## config.mk

```make
export PLATFORM = sky130hd
export DESIGN_NAME = bist_mem_responder
export DESIGN_NICKNAME = d
export VERILOG_FILES = /design/src/rtl/bist_pkg.sv /design/src/rtl/bist_addr_counter.sv /design/src/rtl/bist_mem_responder.sv
export SDC_FILE = /design/constraint.sdc
export NUM_CORES = 1
export LEC_CHECK = 0
export CORE_MARGIN = 2
export CORE_UTILIZATION = 45
export CTS_CLUSTER_SIZE = 25
export DETAILED_ROUTE_END_ITERATION = 7
export GPL_ROUTABILITY_DRIVEN = 1
export PLACE_DENSITY = 0.7
export SLEW_MARGIN = 10
export SYNTH_ARGS = -nofsm -noshare
export SYNTH_HDL_FRONTEND = slang
export SYNTH_SLANG_ARGS = --single-unit
```

## constraint.sdc

```tcl
create_clock -name clk -period 1.95 [get_ports clk]
set_input_delay 0.195 -clock clk [delete_from_list [all_inputs] [get_ports clk]]
set_output_delay 0.195 -clock clk [all_outputs]
set_load 0.01 [all_outputs]
```

## src/rtl/bist_pkg.sv

```systemverilog
// Shared constants and command encodings for the BIST memory responder.
// Imported by the address counter, the responder top and the bench.
package bist_pkg;

   localparam int DEFAULT_ADDR_W = 4;

   function automatic int depthOf(input int addrW);
      return 1 << addrW;
   endfunction

   // Command shorthand; the responder itself decodes the raw read/write strobes.
   typedef enum logic [1:0] {
      IDLE = 2'd0,
      WR   = 2'd1,
      RD   = 2'd2
   } cmd_e;

endpackage

```

## src/rtl/bist_addr_counter.sv

```systemverilog
// Up/down march address counter with clear > preset > enable priority.
// Carry flags the terminal count in the current counting direction.
module bist_addr_counter
   import bist_pkg::*;
#(
   parameter int ADDR_W = DEFAULT_ADDR_W
) (
   input  logic              clk,
   input  logic              rst,
   input  logic              en,
   input  logic              up_down,
   input  logic              reset,
   input  logic              preset,
   output logic [ADDR_W-1:0] addr,
   output logic              carry
);

   localparam logic [ADDR_W-1:0] addrOne = ADDR_W'(1);

   always_ff @(posedge clk or posedge rst) begin
      if (rst) begin
         addr <= '0;
      end else if (reset) begin
         addr <= '0;
      end else if (preset) begin
         addr <= '1;
      end else if (en) begin
         addr <= up_down ? addr + addrOne : addr - addrOne;
      end
   end

   assign carry = en & ((up_down & (&addr)) | (~up_down & ~(|addr)));

endmodule

```

## src/rtl/bist_mem_responder.sv

```systemverilog
// Memory-side BIST responder: address counter, 1-bit array under test,
// registered read comparator and a stuck-at fault injector on the read path.
module bist_mem_responder
   import bist_pkg::*;
#(
   parameter int ADDR_W = DEFAULT_ADDR_W
) (
   input  logic              clk,
   input  logic              rst,
   input  logic              en,
   input  logic              up_down,
   input  logic              reset,
   input  logic              preset,
   input  logic              read,
   input  logic              write,
   input  logic              data,
   input  logic              fault_en,
   input  logic [ADDR_W-1:0] fault_addr,
   input  logic              fault_val,
   output logic [ADDR_W-1:0] addr,
   output logic              rd_data,
   output logic              carry,
   output logic              is_equal
);

   localparam int DEPTH = depthOf(ADDR_W);

   logic mem [DEPTH];
   logic wrQual;
   logic rdQual;
   logic cellVal;

   bist_addr_counter #(
      .ADDR_W (ADDR_W)
   ) addrCounter (
      .clk     (clk),
      .rst     (rst),
      .en      (en),
      .up_down (up_down),
      .reset   (reset),
      .preset  (preset),
      .addr    (addr),
      .carry   (carry)
   );

   // A simultaneous write wins over the read, so the read is simply dropped.
   assign wrQual  = en & write & ~reset & ~preset;
   assign rdQual  = en & read & ~write & ~reset & ~preset;
   assign cellVal = (fault_en && (fault_addr == addr)) ? fault_val : mem[addr];

   // The array shares the reset branch so an edge under rst never lands a write.
   always_ff @(posedge clk or posedge rst) begin
      if (rst) begin
         rd_data  <= 1'b0;
         is_equal <= 1'b1;
      end else begin
         if (wrQual) begin
            mem[addr] <= data;
         end
         if (rdQual) begin
            rd_data  <= cellVal;
            is_equal <= (cellVal == data);
         end else begin
            is_equal <= 1'b1;
         end
      end
   end

endmodule
```

Word-level counts from Yosys, hierarchy flattened
Memory sizes are Yosys's and may differ from the RTL's.
Index checks and enable logic that the tools add are counted.

storage, ports and cells
  flip-flop bits (word level) = 6
  memory bits (writable) = 16
  word-level logic and storage cells = 38
  memories kept = 1

memory list
  name  words  width  rd ports  clocked after Yosys merged registers in  wr ports  RTL line                  RTL
  mem   16     1      1         0                                        1         bist_mem_responder.sv:28  logic mem [DEPTH];

operators by class
  add/subtract/negate cells = 2
  equal/unequal tests = 2
  mux-type cells = 8
  bitwise gates (word level) = 16
  reductions and logical operators = 6

operators with widths
  kind                   number
  $mux W4                4
  $and A1 B1 Y1          10
  $not A1 Y1             5
  $add A4 B1 Y4 const B  1
  $eq A4 B4 Y1           1
  $mux W1                4
  $reduce_and A4 Y1      1
  $reduce_or A4 Y1       1
  $sub A4 B1 Y4 const B  1
  $reduce_bool A3 Y1     1
  $logic_and A1 B1 Y1    2
  $eq A1 B1 Y1           1
  $logic_not A1 Y1       1
  $or A1 B1 Y1           1

Longest topological paths before layout
  word-level depth = 6
  depth in mapped cells = 7
  gate-level depth less buffers = 7

By module
Synthesis repeated with hierarchy kept, for this count alone.

second synthesis, totals
  cells, all modules = 118
  area total of the unflattened synthesis = 1,345.0 sq um

modules (own cells, without submodules)
  module              instances  cells an instance  area an instance (sq um)  seq. area each (sq um)
  bist_mem_responder  1          82                 1,012.2                   531.8
  bist_addr_counter   1          36                 332.8                     100.1

Least setup slack after synthesis
OpenSTA, ideal clock, no wires.

  path type = flip-flop to flip-flop
  start point = reg addrCounter.addr[0]
  end point = reg rd_data
  library setup time = 125 ps
  arrival time = 1,718 ps
  data required time = 1,825 ps
  setup slack = 107 ps
  stages on the path, launching flop included = 7
  path through = dfrtp_1 -> buf_6 -> mux4_2 -> nand3b_1 -> and4_1 -> o21bai_1 -> mux2_2

between the ends
  cells in the longest elaborated chain, start to end = 3
  elaborated cells on any way between the ends = 4
  those cells by class = eq/ne (1); mux (1); reduce/logical (1); memory (1)

RTL lines
  element                                                                 RTL line                  RTL
  from (decl)                                                             bist_addr_counter.sv:14   output logic [ADDR_W-1:0] addr,
  from (signal assigned)                                                  bist_addr_counter.sv:28   addr <= up_down ? addr + addrOne : addr - addrOne;
  parallel branches: the longest is 2 deep, another holds $mem_v2 Z16 W1  -
  $mux W1 (*)                                                             bist_mem_responder.sv:49  assign cellVal = (fault_en && (fault_addr == addr)) ? fault_val : mem[addr];
  to (signal assigned)                                                    bist_mem_responder.sv:61  rd_data <= cellVal;
  to (decl)                                                               bist_mem_responder.sv:21  output logic rd_data,

Every way passes the cells marked *.
A chain may end at the register's enable or synchronous reset.

Worst setup path in the final report
Ends and elaborated chain as after synthesis.

==> flow_summary_export.csv <==
group,metric,value,unit
outcome,outcome,"completed",
die,rows,18,
die,core-area,0.00254,sq mm
synth,synth_top_family_by_area,"simple AND/OR/NAND/NOR gates",
clocking,clock_path_buffers,2,
drt,via_per_inst,5.52,
synth,synth_area,0.00123,sq mm
die,initial_utilization,0.485,
synth,synth-compound-area-share,0.0547,
sta,max_slew_margin,0.784,
cells_and_area,area_delta_synth_final,30.7,%
synth,synth_edf_count,16,
clocking,clk_pin_slew,0.13,ns
die,die_w,56.4,um
drt,met2_length,1310,um
synth,syn_area_per_cell,11.2,sq um
drt,drt_wl_total,2700,um
clocking,tritoncts,"yes",
cells_and_area,register_area,637,sq um
sta,min_period_over_period,0.949,
synth,yosysUniqueCellTypes,36,
synth,synth_nets,128,
clocking,cts_num_sinks,22,
min_path,hold_class,"input port to asynchronous set/reset pin",
clocking,cts_made_buffers,3,
cells_and_area,multi_input_area,562,sq um
cells_and_area,num_antenna_cells,0,
sta,drv_slew,0,
placement,io_buffers,21,
sta,tns,0,ns
sta,fin_crit,1.85,ns
grt,grt_pass1_vias,971,
drt,top_layer,"met4",
critical_path,endpoint_kind,"register",
power_and_ir_drop,power_leakage,0.606,nW
power_and_ir_drop,powerDensity,702,mW/mm^2
power_and_ir_drop,ir_worst_vdd,687,uV
die,io_pins,22,
grt,grt_usage,0.186,
synth,synth-adder-area-share,0.0365,
drt,drtIter0Drc,31,
synth,yosysWarnings,0,
synth,yosysSeqAreaShare,0.512,
drt,dr.pass1.iters,4,
clocking,insertion_delay,0.31,ns
clocking,holdBufCountCts,0,
grt,grt_overflow,0,
placement,gp_congestion,0.808,
synth,yosysTopAreaCell,"edfxtp_1",
critical_path,path_class,"register to register",
drt,met3WireLength,109,um
sta,max_freq,0.541,GHz
run,cap_violations,0,
die,chipHeight,56.4,um
synth,synth-xor-area-share,0.0496,
critical_path,critPathLaunchType,"register",
synth,synth-simple-area-share,0.226,
grt,antenna_found_initial,0,
drt,via_count,960,
critical_path,critPathRequiredTime,2.15,ns
sta,max_slew.worst_pin.slew,0.322,ns
clocking,h-tree-depth,1,
cells_and_area,fin_util,0.634,
drt,wl_per_cell,15.5,um
drt,drc_errors,0,
synth,synth_mux_area_frac,0.0881,
sta,setup_viol,0,
synth,yosys_register_bits,22,
synth,async_reset_ff_frac,0.273,
grt,grt_pass1_wl,4540,um
cells_and_area,fill_cells,218,
sta,rsz0062_at_grt,"no",
placement,hpwl,1970,um
cells_and_area,finalNetCount,163,
drt,wl_met1,1270,um
sta,fin_skew,0.0143,ns
drt,antenna_left,0,
synth,syn_inst,110,
synth,synthFlopType,"edfxtp_1",
sta,hold_viol_final,0,
grt,grt_max_degree,14,
cells_and_area,drive_gt1_frac,0.194,
clocking,ctsRootBufferMaster,"clkbuf_4",
die,die_area,0.00318,sq mm
synth,synth.area.top_cells,"edfxtp_1 39%, dfrtp_1 10%, nor2_1 8.5%",
synth,yosysTopAreaCellShare,0.389,
critical_path,worstPathMaxFanout,7,
critical_path,worst_ep_arrival_time,2.05,ns
==> layout by cell type, fill, tap and decap left out, drive strengths merged, types with 3 or more instances in the layout <==
cell	Yosys	layout
buf	4	14
clkbuf	1	3
clkdlybuf4s50	0	20
dfrtp	5	5
edfxtp	16	16
inv	3	3
mux4	4	4
nand2	4	4
nand3	3	3
nand3b	5	5
nor2	28	28
nor3	3	3
xnor2	3	3
xor2	4	4
==> Yosys cell counts, types with 2 or more instances <==
| master | n |
|---|---|
| nand3b_1 | 5 |
| xor2_1 | 4 |
| a211oi_1 | 2 |
| nand3_1 | 3 |
| ha_1 | 2 |
| mux4_2 | 2 |
| a21oi_1 | 2 |
| nor2_1 | 28 |
| xnor2_1 | 3 |
| nand2_1 | 4 |
| and3_1 | 2 |
| nor3_1 | 3 |
| inv_1 | 3 |
| mux4_1 | 2 |
| dfrtp_1 | 5 |
| buf_2 | 3 |
| nor4_1 | 2 |
| edfxtp_1 | 16 |
| nand2b_1 | 2 |
==> layout make-up <==
class	instances	share of cell area
Clock inverter	1	0.0186
Timing Repair Buffer	35	0.195
Tap cell	30	0.0233
Clock buffer	3	0.0140
Multi-Input combinational cell	80	0.348
Sequential cell	22	0.395
Inverter	3	0.00698
==> worst max-delay path, cell delays in order, from the launching register on <==
cell and delay [ns]:
dfrtp_2 0.38, buf_4 0.17, mux4_1 0.56, nand3b_1 0.09, and4_1 0.22, o21bai_1 0.07
mux2_2 0.26
==> through the flow <==
step	cell area, sq um	instances	setup WS, ns	total power, W	hold WS (ns)
floorplan	1230	110	0.107	0.000677	-0.00946
global placement	1550	169	0.0606	0.000790	0.491
detailed placement	1550	169	0.0423	0.000796	0.495
CTS	1610	174	0.0951	0.00114	0.149
global route	1610	174	0.0386	0.00118	0.179
finish	1610	174	0.0999	0.00113	0.145
==> power breakdown <==
part	switching, W	internal [W]	total [W]
Sequential	0.0000276	0.000519	0.000547
Combinational	0.000105	0.000140	0.000244
Clock	0.000135	0.000208	0.000343
==> cell families (layout without fill, tap and decap cells) <==
group	after synthesis	count (layout)
adder cells (fa/ha/maj)	3	3
AO/OA/AOI/OAI	9	9
AND/OR/NAND/NOR	56	56
buffers and inverters	8	42
XOR/XNOR	7	7
flip-flops	22	22
multiplexers	5	5
==> per-layer routing <==
metal,up-vias,global-route usage
met5,-,0
met4,0,0.0544
met3,2,0.0392
met2,26,0.297
met1,464,0.255
li1,468,-
==> final timing paths <==
| kind | slack, ns | start | cells after the start | to |
|---|---|---|---|---|
| hold reg to reg | 0.54 | rd_data | 1 | rd_data |
| setup / recovery | 0.1 | addrCounter.addr[0] | 6 | rd_data |
| min in group clk | 0.54 | rd_data | 1 | rd_data |
| setup reg to reg | 0.1 | addrCounter.addr[0] | 6 | rd_data |
| max in group asynchronous | 1.59 | rst | 3 | is_equal |
| hold / removal | 0.15 | rst | 3 | addrCounter.addr[3] |
==> repair_timing <==
action / in CTS / in global routing
buffers inserted: 1 / 0
setup endpoints to repair: 2 / 0
resized for setup: 5 / 0
==> registers in the layout, indices dropped and copies added, names as in the netlist <==
signal,cells
mem,16
is_equal,1
rd_data,1
addrCounter.addr,4
Power figures use the tool's default switching activity.
